===== src/rtl/piezo_pkg.sv =====
// piezo_pkg: shared defaults, Avalon register map, CTRL bit positions
// and FSM encoding for the piezo phase monitor.
package piezo_pkg;

  localparam int NUM_CH_DEF = 89;
  localparam int PERIOD_DEF = 1250;
  localparam int CNT_W_DEF  = 11;
  localparam int MISS_W     = 7;

  localparam logic [6:0] CTRL       = 7'h00;
  localparam logic [6:0] MISS       = 7'h01;
  localparam logic [6:0] PERIOD_REG = 7'h02;
  localparam logic [6:0] PHASE_BASE = 7'h20;

  localparam int CTRL_START  = 0;
  localparam int CTRL_CLEAR  = 1;
  localparam int CTRL_BUSY   = 0;
  localparam int CTRL_DONE   = 1;
  localparam int CTRL_ST_LO  = 2;
  localparam int CTRL_IRQ_EN = 4;

  typedef enum logic [1:0] {
    IDLE    = 2'd0,
    ARM     = 2'd1,
    CAPTURE = 2'd2,
    DONE    = 2'd3
  } state_e;

endpackage


===== src/rtl/piezo_edge_sync.sv =====
// piezo_edge_sync: 2-flop synchronizer plus a third flop for a
// one-cycle rising-edge pulse. Ports: clk, reset_n, d (async), rise.
module piezo_edge_sync (
  input  logic clk,
  input  logic reset_n,
  input  logic d,
  output logic rise
);

  logic s1_q;
  logic s2_q;
  logic prev_q;

  always_ff @(posedge clk) begin
    if (!reset_n) begin
      s1_q   <= 1'b0;
      s2_q   <= 1'b0;
      prev_q <= 1'b0;
    end else begin
      s1_q   <= d;
      s2_q   <= s1_q;
      prev_q <= s2_q;
    end
  end

  assign rise = s2_q & ~prev_q;

endmodule


===== src/rtl/piezo_phase_monitor.sv =====
// piezo_phase_monitor: per-channel rising-edge phase capture over one
// drive period, read back over Avalon-MM. Ports: clk, reset_n,
// piezo_in, period_start, avs_* slave, capture_done; irq when
// PIEZO_PHASE_MONITOR_IRQ_EN is defined.
module piezo_phase_monitor
  import piezo_pkg::*;
#(
  parameter int NUM_CH = NUM_CH_DEF,
  parameter int PERIOD = PERIOD_DEF,
  parameter int CNT_W  = CNT_W_DEF
) (
  input  logic              clk,
  input  logic              reset_n,
  input  logic [NUM_CH-1:0] piezo_in,
  input  logic              period_start,
  input  logic [6:0]        avs_address,
  input  logic              avs_read,
  output logic [31:0]       avs_readdata,
  input  logic              avs_write,
  input  logic [31:0]       avs_writedata,
  output logic              capture_done
`ifdef PIEZO_PHASE_MONITOR_IRQ_EN
  ,
  output logic              irq
`endif
);

  localparam logic [CNT_W-1:0] LAST = CNT_W'(PERIOD - 1);

  logic [NUM_CH-1:0] rise;

  for (genvar i = 0; i < NUM_CH; i++) begin : g_sync
    piezo_edge_sync u_sync (
      .clk     (clk),
      .reset_n (reset_n),
      .d       (piezo_in[i]),
      .rise    (rise[i])
    );
  end

  state_e            state_q, state_d;
  logic [CNT_W-1:0]  cnt_q, cnt_d;
  logic [NUM_CH-1:0] valid_q, valid_d;
  logic [CNT_W-1:0]  phase_q [NUM_CH];
  logic [CNT_W-1:0]  phase_d [NUM_CH];
  logic [MISS_W-1:0] miss_q, miss_d;
  logic [31:0]       rd_q, rd_d;
  logic              done_q, done_d;
  logic              wr_ctrl, start, clr;
  logic [6:0]        ph_idx;
  logic              unused_wd;

  assign wr_ctrl   = avs_write && (avs_address == CTRL);
  assign start     = wr_ctrl && avs_writedata[CTRL_START];
  assign clr       = wr_ctrl && avs_writedata[CTRL_CLEAR];
  assign unused_wd = ^avs_writedata[31:2];

  always_comb begin
    cnt_d = cnt_q + CNT_W'(1);
    if (period_start || cnt_q == LAST) cnt_d = '0;
  end

  always_comb begin
    state_d = state_q;
    valid_d = valid_q;
    phase_d = phase_q;
    miss_d  = miss_q;
    unique case (state_q)
      IDLE:    if (start) state_d = ARM;
      // switch on the next counter value so CAPTURE opens at 0
      ARM:     if (cnt_d == '0) state_d = CAPTURE;
      CAPTURE: if (cnt_q == LAST) state_d = DONE;
      DONE: begin
        if (start)    state_d = ARM;
        else if (clr) state_d = IDLE;
      end
      default: state_d = IDLE;
    endcase
    if (state_q == CAPTURE) begin
      for (int i = 0; i < NUM_CH; i++) begin
        if (rise[i] && !valid_q[i]) begin
          valid_d[i] = 1'b1;
          phase_d[i] = cnt_q;
        end
      end
    end
    // count from valid_d so a last-cycle edge is not a miss
    if (state_q == CAPTURE && state_d == DONE) begin
      miss_d = '0;
      for (int i = 0; i < NUM_CH; i++)
        miss_d = miss_d + MISS_W'(!valid_d[i]);
    end
    if (state_d == ARM && state_q != ARM) begin
      valid_d = '0;
      miss_d  = '0;
      for (int i = 0; i < NUM_CH; i++) phase_d[i] = '0;
    end
  end

  assign done_d = (state_d == DONE);

`ifdef PIEZO_PHASE_MONITOR_IRQ_EN
  logic irq_en_q, irq_en_d;
  logic irq_q, irq_d;
  assign irq_en_d = wr_ctrl ? avs_writedata[CTRL_IRQ_EN] : irq_en_q;
  assign irq_d    = done_q && irq_en_q && (state_d == DONE);
  assign irq      = irq_q;
  always_ff @(posedge clk) begin
    if (!reset_n) begin
      irq_en_q <= 1'b0;
      irq_q    <= 1'b0;
    end else begin
      irq_en_q <= irq_en_d;
      irq_q    <= irq_d;
    end
  end
`endif

  always_comb begin
    ph_idx = avs_address - PHASE_BASE;
    rd_d   = rd_q;
    if (avs_read) begin
      rd_d = '0;
      unique case (1'b1)
        (avs_address == CTRL): begin
          rd_d[CTRL_BUSY] = (state_q == ARM) || (state_q == CAPTURE);
          rd_d[CTRL_DONE] = (state_q == DONE);
          rd_d[CTRL_ST_LO +: 2] = state_q;
`ifdef PIEZO_PHASE_MONITOR_IRQ_EN
          rd_d[CTRL_IRQ_EN] = irq_en_q;
`endif
        end
        (avs_address == MISS): rd_d[MISS_W-1:0] = miss_q;
        (avs_address == PERIOD_REG): rd_d = 32'(PERIOD);
        (avs_address >= PHASE_BASE && int'(ph_idx) < NUM_CH): begin
          rd_d[31]        = valid_q[ph_idx];
          rd_d[CNT_W-1:0] = phase_q[ph_idx];
        end
        default: rd_d = '0;
      endcase
    end
  end

  always_ff @(posedge clk) begin
    if (!reset_n) begin
      state_q <= IDLE;
      cnt_q   <= '0;
      valid_q <= '0;
      miss_q  <= '0;
      rd_q    <= '0;
      done_q  <= 1'b0;
      for (int i = 0; i < NUM_CH; i++) phase_q[i] <= '0;
    end else begin
      state_q <= state_d;
      cnt_q   <= cnt_d;
      valid_q <= valid_d;
      miss_q  <= miss_d;
      rd_q    <= rd_d;
      done_q  <= done_d;
      phase_q <= phase_d;
    end
  end

  assign avs_readdata = rd_q;
  assign capture_done = done_q;

endmodule


===== config.mk =====
export PLATFORM = sky130hd
export DESIGN_NAME = piezo_phase_monitor
export DESIGN_NICKNAME = d
export VERILOG_FILES = /design/src/rtl/piezo_pkg.sv /design/src/rtl/piezo_edge_sync.sv /design/src/rtl/piezo_phase_monitor.sv
export SDC_FILE = /design/constraint.sdc
export NUM_CORES = 2
export LEC_CHECK = 0
export BUFFER_PORTS_ARGS = -buffer_cell sky130_fd_sc_hd__buf_4
export CORE_MARGIN = 10
export CORE_UTILIZATION = 50
export CTS_BUF_LIST = sky130_fd_sc_hd__clkbuf_8 sky130_fd_sc_hd__clkbuf_16
export DETAILED_ROUTE_END_ITERATION = 16
export GPL_ROUTABILITY_DRIVEN = 0
export PLACE_DENSITY = 0.7
export SETUP_SLACK_MARGIN = 0.4
export SLEW_MARGIN = 20
export SYNTH_ARGS = -nofsm -noshare
export SYNTH_HDL_FRONTEND = slang
export SYNTH_SLANG_ARGS = --single-unit

===== constraint.sdc =====
create_clock -name clk -period 7.8 [get_ports clk]
set_input_delay 0.78 -clock clk [delete_from_list [all_inputs] [get_ports clk]]
set_output_delay 0.78 -clock clk [all_outputs]
set_load 0.01 [all_outputs]

==> impl_metrics.yaml <==
final_layout:
  final_cell_mix: "2047 x nand2_1, 1355 x dfxtp_1, 1001 x a21oi_1, 317 x mux4_2, 309 x and2_1"
  final_layout_size_suffix_gt1_share_pct: 14.3
  area_growth_pct: 12.2
  fillers: 9839
  final_common_cell: "nand2_1"
  regArea_um2: 27400
  nNetsFinal: 6538
  stdcell_count: 7930
  fin_util_pct: 56.5
  design_area_um2: 64600
  multi_input_area_um2: 28000
route:
  first_pass_iters: 6
  routed_via_density: 5.80
  wl_per_cell_um: 21.8
  highest_layer: "met5"
  route.met3.wl_um: 17400
  dr.first_iter.drc_count: 4863
  dr_wl_met2_um: 77200
  ant_nets: 0
  met1_length_um: 70500
  drc: 0
  routed_wl_um: 173000
  vias: 46000
worst_hold_path:
  hp-class: "input pin to flip-flop"
  hp-start: "piezo_in[18]"
placed_design:
  placed_cell_area_um2: 59200
  placed_cells: 7644
  dp_hpwl_um: 110000
  io_buffers: 115
setup_path:
  cp.required_ns: 8.45
  slowest_stage: "fa_1"
  r2r_slack_ns: 0.04
  worst_setup_path_end_kind: "flip-flop"
  arrival_ns: 8.41
  crit_type: "flip-flop to flip-flop"
  critical-path-max-stage-delay_ns: 0.55
  worstPathMaxFanout: 7
  startpoint_type: "flip-flop"
  path_common_cell: "fa_1"
  worstSetupStartpoint: "state_q[0]$_SDFF_PN0_"
  r2r-start: "state_q[0]$_SDFF_PN0_"
floorplan:
  fp.dieH_um: 359
  die_w_um: 359
  core_area_um2: 114000
  dieArea_um2: 129000
  start_util_pct: 50.4
  rows: 124
  ios: 166
clocking:
  clkSinkCount: 1368
  htree_levels: 4
  numCtsBuffers: 143
  clk_latency_ns: 0.77
  cts-root-buf: "clkbuf_16"
  clockBufferDepth: 3
  cts_hold_buffers: 0
  cts_tree: "done"
  path_clk_slew_ns: 0.06
run_status:
  outcome: "finished, final reports clean"
power:
  p_leak_nw: 22.6
  ir_drop_mv: 0.191
  power_density_nw_per_um2: 224
global_routing:
  grt_pass1_vias: 43800
  grt_start_max_net_pins: 237
  track_usage_pct: 25.7
  grt_pass1_wl_um: 264000
  overflow: 0
  antenna_found_initial: 5
yosys:
  synth-simple-area-share_pct: 20.6
  netlist_area_um2: 57600
  yosysTopAreaCell: "dfxtp_1"
  synth.top_cell.area_share_pct: 47.6
  synth_mux_area_share_pct: 12.9
  synthCells: 6465
  syn_area_per_cell_um2: 8.91
  ys_ff_latch: 1368
  synthArstFlopShare_pct: 0
  yosysSeqAreaShare_pct: 47.6
  ys.flop_type: "dfxtp_1"
  synth_top_family_by_area: "simple AND/OR/NAND/NOR gates"
  synth_edf_count: 0
  synth_area_leaders: "dfxtp_1 48%, nand2_1 13%, mux4_2 12%"
  yosysWarnings: 0
  synthAdderAreaFrac_pct: 3.26
  synth-xor-area-share_pct: 0.198
  synthDistinctLibCells: 64
  synth_compound_area_share_pct: 10.6
sta:
  max_slew_margin_pct: 21.0
  max_freq_ghz: 0.129
  rsz0062_at_grt: "true"
  hold_viol_final: 0
  finalMaxSlewViolations: 0
  skew_ns: 0.0225
  worst_pin_slew_ns: 1.18
  setup_viol: 0
  timing.final.crit_share_pct: 99.5
  whs_ns: 0.216
  min_period_ns: 7.76
job:
  drv_cap: 0
area by class of cell:
type                    count  area share (%)
diodes                      1         0.00387
inverters                 102           0.596
multi-input cells        4454            43.3
clock inverters            78            1.04
well taps                1512            2.93
flip-flops and latches   1368            42.5
clock buffers             183            6.42
repair buffers            232            3.21
state kept, by name, summed over array words and instances (netlist names), 7 cells and up:
name                  cells
miss_q                    7
g_sync.u_sync.s2_q       89
g_sync.u_sync.prev_q     89
avs_readdata             12
cnt_q                    11
phase_q                 979
g_sync.u_sync.s1_q       89
valid_q                  89
worst paths after layout:
path,endpoint,cells past startpoint
min,g_sync[18].u_sync.s1_q$_SDFF_PN0_,2
min reg2reg,g_sync[42].u_sync.s2_q$_SDFF_PN0_,1
max,miss_q[6]$_SDFFE_PP0P_,29
max reg2reg,miss_q[6]$_SDFFE_PP0P_,29
per-layer routing:
| layer | track usage [%] | vias to the layer above |
|---|---|---|
| met5 | 0 | - |
| met4 | 10.8 | 6 |
| met3 | 6.11 | 369 |
| met2 | 39.4 | 2122 |
| met1 | 34.5 | 22300 |
| li1 | - | 21200 |
Yosys cell counts, drive strengths merged (8+ instances only):
cell       n
buf      187
or3       90
dfxtp   1368
o21bai    40
nor3     104
and2     309
fa        77
nor2     180
o21ai     33
a21oi   1004
nand2   2067
ha        27
xnor2      9
mux2i     25
a31oi     11
nor2b      8
clkbuf   373
inv      102
and3      11
mux4     317
nand3     25
repair_timing:
action | in CTS | in global routing
buffers inserted | 11 | 8
endpoints found under the setup margin | 3 | 5
pin swaps | 21 | 27
gates resized for setup | 54 | 21
cloned | 4 | 1
per-stage QoR:
stage	TNS (ns)	setup WS [ns]	power, mW
6_report	0	0.0408	14.5
4_1_cts	0	0.113	14.5
3_3_place_gp	0	0.101	7.68
3_5_place_dp	0	0.00114	7.68
5_1_grt	-0.297	-0.182	14.9
2_1_floorplan	0	0.401	7.54
report_power, final:
group | leakage (nW) | internal, mW | switching [mW]
logic | 8.97 | 0.150 | 0.300
clock network | 2.52 | 4.06 | 2.90
registers | 11.1 | 7.04 | 0.0422
logic make-up after synthesis:
kind of cell,after synthesis
flops,1368
fa+ha+maj,104
simple gates,2821
mux,344
compound gates,1152
other cells,1
xor+xnor,13
buf+inv,662
critical path: cells and delay by family (launching register included):
kind / cells / cell delay [ns]
adder cells (fa/ha/maj): 12 / 5.30
buffers and inverters: 8 / 0.61
AND/OR/NAND/NOR: 5 / 0.41
AO/OA/AOI/OAI: 4 / 0.95
flip-flops: 1 / 0.36
Power figures use the tool's default switching activity.
